`src/rtl/alu_pkg.sv`:
```
// Shared opcode and FSM state encodings for the iterative ALU.
package alu_pkg;

    typedef enum logic [2:0] {
        OP_ADD  = 3'b000,
        OP_MULU = 3'b001,
        OP_OR   = 3'b010,
        OP_SUB  = 3'b011,
        OP_AND  = 3'b100,
        OP_DIVU = 3'b101,
        OP_SLTU = 3'b110,
        OP_SLT  = 3'b111
    } op_e;

    typedef enum logic [1:0] {
        ST_IDLE = 2'd0,
        ST_BUSY = 2'd1,
        ST_DONE = 2'd2
    } state_e;

endpackage

```
`src/rtl/iter_muldiv.sv`:
```
// Bit-serial unsigned multiply (shift-add) and restoring divide, one bit per cycle.
// done rises in the last busy cycle; res_lo/res_hi then carry the final-step result.
module iter_muldiv #(
    parameter int WIDTH = 32
) (
    input  logic             clk,
    input  logic             rst_n,
    input  logic             start,
    input  logic             is_div,
    input  logic [WIDTH-1:0] a,
    input  logic [WIDTH-1:0] b,
    output logic             done,
    output logic [WIDTH-1:0] res_lo,
    output logic [WIDTH-1:0] res_hi
);

    localparam int CW = $clog2(WIDTH);
    localparam logic [CW-1:0] LAST = CW'(WIDTH - 1);

    logic             busy_q, busy_d;
    logic             div_q, div_d;
    logic [CW-1:0]    cnt_q, cnt_d;
    logic [WIDTH:0]   hi_q, hi_d;
    logic [WIDTH-1:0] lo_q, lo_d;
    logic [WIDTH-1:0] opnd_q, opnd_d;
    logic [WIDTH:0]   sum, shifted, trial;

    always_comb begin
        busy_d  = busy_q;
        div_d   = div_q;
        cnt_d   = cnt_q;
        hi_d    = hi_q;
        lo_d    = lo_q;
        opnd_d  = opnd_q;
        sum     = hi_q + {1'b0, opnd_q};
        shifted = {hi_q[WIDTH-1:0], lo_q[WIDTH-1]};
        trial   = shifted - {1'b0, opnd_q};
        done    = busy_q && (cnt_q == LAST);

        if (start) begin
            busy_d = 1'b1;
            div_d  = is_div;
            cnt_d  = '0;
            hi_d   = '0;
            lo_d   = is_div ? a : b;
            opnd_d = is_div ? b : a;
        end else if (busy_q) begin
            if (div_q) begin
                // A borrow out of the trial subtraction means the divisor did not fit.
                if (trial[WIDTH]) begin
                    hi_d = shifted;
                    lo_d = {lo_q[WIDTH-2:0], 1'b0};
                end else begin
                    hi_d = trial;
                    lo_d = {lo_q[WIDTH-2:0], 1'b1};
                end
            end else if (lo_q[0]) begin
                {hi_d, lo_d} = {1'b0, sum, lo_q[WIDTH-1:1]};
            end else begin
                {hi_d, lo_d} = {1'b0, hi_q, lo_q[WIDTH-1:1]};
            end
            cnt_d = cnt_q + 1'b1;
            if (done) begin
                busy_d = 1'b0;
            end
        end

        res_lo = lo_d;
        res_hi = hi_d[WIDTH-1:0];
    end

    always_ff @(posedge clk or negedge rst_n) begin
        if (!rst_n) begin
            busy_q <= 1'b0;
            div_q  <= 1'b0;
            cnt_q  <= '0;
            hi_q   <= '0;
            lo_q   <= '0;
            opnd_q <= '0;
        end else begin
            busy_q <= busy_d;
            div_q  <= div_d;
            cnt_q  <= cnt_d;
            hi_q   <= hi_d;
            lo_q   <= lo_d;
            opnd_q <= opnd_d;
        end
    end

endmodule

```
`src/rtl/iter_alu.sv`:
```
// Valid/ready ALU: single-cycle arithmetic/logic/compare plus iterative MULU/DIVU.
// Results are registered and held in DONE until the consumer handshakes.
module iter_alu
    import alu_pkg::*;
#(
    parameter int WIDTH = 32
) (
    input  logic             clk,
    input  logic             rst_n,
    input  logic             in_valid,
    output logic             in_ready,
    input  logic [WIDTH-1:0] a,
    input  logic [WIDTH-1:0] b,
    input  logic [2:0]       op,
    output logic             out_valid,
    input  logic             out_ready,
    output logic [WIDTH-1:0] y,
    output logic [WIDTH-1:0] y_hi,
    output logic             overflow,
    output logic             zero
);

    state_e           state_q, state_d;
    logic [WIDTH-1:0] y_q, y_d, y_hi_q, y_hi_d;
    logic             ovf_q, ovf_d, zero_q, zero_d;
    op_e              op_sel;
    logic             accept, md_start, md_done;
    logic [WIDTH-1:0] md_lo, md_hi, sum, diff;

    assign op_sel   = op_e'(op);
    assign accept   = in_valid && (state_q == ST_IDLE);
    assign md_start = accept && ((op_sel == OP_MULU) || (op_sel == OP_DIVU));

    iter_muldiv #(.WIDTH(WIDTH)) u_muldiv (
        .clk    (clk),
        .rst_n  (rst_n),
        .start  (md_start),
        .is_div (op_sel == OP_DIVU),
        .a      (a),
        .b      (b),
        .done   (md_done),
        .res_lo (md_lo),
        .res_hi (md_hi)
    );

    always_comb begin
        state_d = state_q;
        y_d     = y_q;
        y_hi_d  = y_hi_q;
        ovf_d   = ovf_q;
        sum     = a + b;
        diff    = a - b;

        case (state_q)
            ST_IDLE: begin
                if (md_start) begin
                    state_d = ST_BUSY;
                end else if (accept) begin
                    state_d = ST_DONE;
                    y_hi_d  = '0;
                    ovf_d   = 1'b0;
                    case (op_sel)
                        OP_ADD: begin
                            y_d   = sum;
                            ovf_d = (a[WIDTH-1] == b[WIDTH-1]) && (sum[WIDTH-1] != a[WIDTH-1]);
                        end
                        OP_SUB: begin
                            y_d   = diff;
                            ovf_d = (a[WIDTH-1] != b[WIDTH-1]) && (diff[WIDTH-1] != a[WIDTH-1]);
                        end
                        OP_AND:  y_d = a & b;
                        OP_OR:   y_d = a | b;
                        OP_SLT:  y_d = {{(WIDTH-1){1'b0}}, ($signed(a) < $signed(b))};
                        OP_SLTU: y_d = {{(WIDTH-1){1'b0}}, (a < b)};
                        default: y_d = '0;
                    endcase
                end
            end
            ST_BUSY: begin
                if (md_done) begin
                    state_d = ST_DONE;
                    y_d     = md_lo;
                    y_hi_d  = md_hi;
                    ovf_d   = 1'b0;
                end
            end
            ST_DONE: begin
                if (out_ready) begin
                    state_d = ST_IDLE;
                end
            end
            default: state_d = ST_IDLE;
        endcase

        zero_d = (y_d == '0);
    end

    always_ff @(posedge clk or negedge rst_n) begin
        if (!rst_n) begin
            state_q <= ST_IDLE;
            y_q     <= '0;
            y_hi_q  <= '0;
            ovf_q   <= 1'b0;
            zero_q  <= 1'b1;
        end else begin
            state_q <= state_d;
            y_q     <= y_d;
            y_hi_q  <= y_hi_d;
            ovf_q   <= ovf_d;
            zero_q  <= zero_d;
        end
    end

    assign in_ready  = (state_q == ST_IDLE);
    assign out_valid = (state_q == ST_DONE);
    assign y         = y_q;
    assign y_hi      = y_hi_q;
    assign overflow  = ovf_q;
    assign zero      = zero_q;

endmodule

```
`config.mk`:
```
export PLATFORM = sky130hd
export DESIGN_NAME = iter_alu
export DESIGN_NICKNAME = d
export VERILOG_FILES = /design/src/rtl/alu_pkg.sv /design/src/rtl/iter_muldiv.sv /design/src/rtl/iter_alu.sv
export SDC_FILE = /design/constraint.sdc
export NUM_CORES = 1
export LEC_CHECK = 0
export ABC_CLOCK_PERIOD_IN_PS = 4350
export CORE_MARGIN = 8
export CORE_UTILIZATION = 54
export CTS_BUF_LIST = sky130_fd_sc_hd__clkbuf_8 sky130_fd_sc_hd__clkbuf_16
export DETAILED_ROUTE_END_ITERATION = 8
export MAX_ROUTING_LAYER = met4
export PLACE_DENSITY_LB_ADDON = 0.1
export REMOVE_ABC_BUFFERS = 1
export SLEW_MARGIN = 30
export SYNTH_ARGS = -nofsm -noshare
export SYNTH_HDL_FRONTEND = slang
export SYNTH_SLANG_ARGS = --single-unit
```
`constraint.sdc`:
```
create_clock -name clk -period 4.35 [get_ports clk]
set_input_delay 0.87 -clock clk [delete_from_list [all_inputs] [get_ports clk]]
set_output_delay 0.87 -clock clk [all_outputs]
set_load 0.02 [all_outputs]
```
==> impl_metrics.py <==
metrics = {
    "routing": {
        "drc": 0,
        "ant_nets": 0,
        "vias": 19600,
        "routed_wl_mm": 70.4,
        "post_drt_wl_per_cell_microns": 23.2,
        "routed_via_density": 6.47,
        "drtPass1Iterations": 9,
        "dr.first_iter.drc_count": 2394,
    },
    "timing": {
        "tns_ns": -0.00275,
        "max_slew_margin_pct": 28.5,
        "period_needed_ns": 4.35,
        "tightest_slew_ns": 1.06,
        "achievable-frequency_mhz": 230,
        "fin_ws_ns": -0.00275,
        "finalHoldViolCount": 0,
        "skew_ns": 0.0135,
        "fin_crit_sh_pct": 100,
        "setup_violations": 1,
        "slew_viol_final": 0,
        "holdWs_ns": 0.282,
        "rsz0062_at_grt": "true",
    },
    "floorplan": {
        "core-area_sq_um": 32200,
        "ios": 139,
        "die_width_microns": 196,
        "dieArea_sq_um": 38500,
        "start_util_pct": 54.4,
        "placement_rows": 66,
        "die_h_microns": 196,
    },
    "worst_setup_path": {
        "crit_fanout": 4,
        "cp.required_ns": 4.75,
        "crit_type": "in -> reg",
        "crit_path_end_kind": "flop",
        "arrival_ns": 4.75,
        "reg2reg_slack_ns": 0.04,
        "start_kind": "primary input",
    },
    "synthesis": {
        "synth_area_sq_um": 17500,
        "synth_seq_cells": 172,
        "syn-instance-count": 2206,
        "synth.avg_cell_area_sq_um": 7.94,
        "yosysWarnings": 0,
        "dominantRegCellSynth": "dfrtp_1",
        "synthArstFlopShare_pct": 100,
        "synth_edf_count": 0,
        "synth_cell_type_count": 95,
        "ys_seq_area_share_pct": 24.6,
    },
    "pwr": {
        "p_clk_share_pct": 9.6,
        "p_comb_share_pct": 72.6,
        "p_leak_uw": 0.0107,
        "seqPwrFrac_pct": 17.8,
        "powerDensity_nw_per_um2": 774,
        "swShare_pct": 49.6,
        "p_int_uw": 8830,
        "power.total_uw": 17500,
        "switchingPower_uw": 8680,
        "peakVddDrop_v": 0.000474,
    },
    "global_route": {
        "grt_max_degree": 120,
        "grt_util_all_layers_pct": 36.8,
        "grt_pass1_vias": 19400,
        "use_met3_pct": 5.83,
        "grt_pass1_wl_mm": 109,
        "busiest_layer": "met2",
        "use_met1_pct": 48.5,
        "grt-ovfl-total": 0,
        "grtUsageMet2_pct": 55.5,
        "antenna_found_initial": 1,
    },
    "clock_network": {
        "cts_buffers": 17,
        "cts_tree": "done",
        "cts_hold_buf": 0,
        "h-tree-depth": 4,
        "clock_latency_ns": 0.45,
        "path_clk_slew_ns": 0.08,
        "root_buffer": "clkbuf_16",
        "ctsLongestPathBuffers": 2,
        "clock-sinks": 172,
    },
    "placed_design": {
        "placement.io_buffers": 138,
        "dp_hpwl_mm": 54.4,
        "dp_slack_ns": -0.697,
        "globalplace.congestion": 1.03,
    },
    "finish": {
        "layout.cells.most_common": "buf_4",
        "area_growth_pct": 29.2,
        "final_util_pct": 70.3,
        "num-fill-cells": 2659,
        "finalNetCount": 2858,
        "drive_gt1_share_pct": 18.1,
        "layout_common_cells": "buf_4 (367), nand2_1 (206), a21oi_1 (195)",
    },
    "min_path": {
        "hold_class": "in -> async",
    },
    "run_status": {
        "status": "finished with violations",
        "violations": "negative setup slack",
    },
    "run": {
        "max_cap_viol_count": 0,
    },
}
per-layer routing:
layer	up-vias	routed length, microns
met3	245	6230
li1	8908	-
met5	-	0
met1	9332	30100
met2	1137	30600
met4	0	3490
area by class of cell:
class	count	area [sq um]	area share, %
antenna	1	2.50	0.0111
clock buffer	17	425	1.88
tap	408	510	2.26
clock inverter	15	196	0.868
sequential	172	4310	19.0
inverter	153	574	2.54
multi-input combinational	1755	12300	54.2
timing repair buffer	514	4340	19.2
registers in the layout, summed over array words and instances, names as in the netlist:
signal           count
u_muldiv.cnt_q       5
u_muldiv.hi_q       33
zero                 1
state_q              2
u_muldiv.busy_q      1
overflow             1
u_muldiv.lo_q       32
u_muldiv.div_q       1
y                   32
y_hi                32
u_muldiv.opnd_q     32
path summary, 6_finish.rpt:
check	depth (start not counted)	to	startpoint
max	19	zero	a[0]
max reg2reg	25	zero	u_muldiv.lo_q[31]
min	1	y_hi[3]	rst_n
min in group clk	2	y_hi[21]	y_hi[21]
min reg2reg	2	y_hi[21]	y_hi[21]
max in group asynchronous	3	y_hi[29]	rst_n
critical path: stages:
cell	delay, ns
clkdlybuf4s50_1	0.46
inv_1	0.10
ha_1	0.17
inv_1	0.06
fa_1	0.40
nor2b_1	0.18
buf_4	0.15
o211a_1	0.25
o2111a_1	0.31
buf_4	0.16
o31ai_1	0.29
buf_4	0.17
a21oi_1	0.08
xnor2_1	0.22
o21ai_0	0.12
a2bb2oi_1	0.20
nor4_1	0.30
nand4_1	0.13
nor2_1	0.10
synth_stat cells, drive strengths merged, types with 16 or more instances:
library cell	count	area (sq um)
nand2	207	777
a21oi	196	985
nor2	177	674
o21ai	172	868
dfrtp	171	4280
ha	170	2130
inv	152	571
mux2i	124	1240
clkbuf	87	330
a211oi	56	425
nor3	50	250
xnor2	43	377
o211ai	42	320
buf	39	178
a21o	35	263
nand3	32	160
o21bai	28	210
a22o	26	228
nor2b	23	146
nand2b	21	131
a31oi	20	125
nor4	19	125
o31ai	17	128
xor2	17	149
a221oi	16	140
power groups by stage:
stage / clock (uW) / sequential (uW) / combinational (uW)
floorplan: 0 / 3180 / 7440
global placement: 0 / 3060 / 11600
detailed placement: 0 / 3080 / 11900
CTS: 1670 / 3060 / 12200
global route: 1730 / 3160 / 13800
finish: 1680 / 3110 / 12700
timing repair:
action                                  CTS  global route
endpoints found under the setup margin   64            26
pin swaps                                18             3
gates resized for setup                  15            16
buffers inserted                          4             4
metrics by stage:
| step | std cells | area [sq um] |
|---|---|---|
| final | 3035 | 22600 |
| after detailed placement | 2993 | 21800 |
| after global placement | 2993 | 21800 |
| after CTS | 3029 | 22500 |
| after global routing | 3034 | 22600 |
| after floorplan | 2080 | 17000 |
kinds of logic (layout without fill, tap and decap cells):
| family | after synthesis | count (layout) | synth area share, % |
|---|---|---|---|
| multiplexers | 129 | 129 | 7.47 |
| adder cells (fa/ha/maj) | 174 | 174 | 12.6 |
| other | 0 | 1 | 0 |
| flip-flops | 172 | 172 | 24.6 |
| AO/OA/AOI/OAI | 782 | 782 | 30.0 |
| AND/OR/NAND/NOR | 610 | 610 | 16.1 |
| buffers and inverters | 279 | 699 | 6.18 |
| XOR/XNOR | 60 | 60 | 3.00 |
Note: power is estimated with default switching activity, not from simulation.
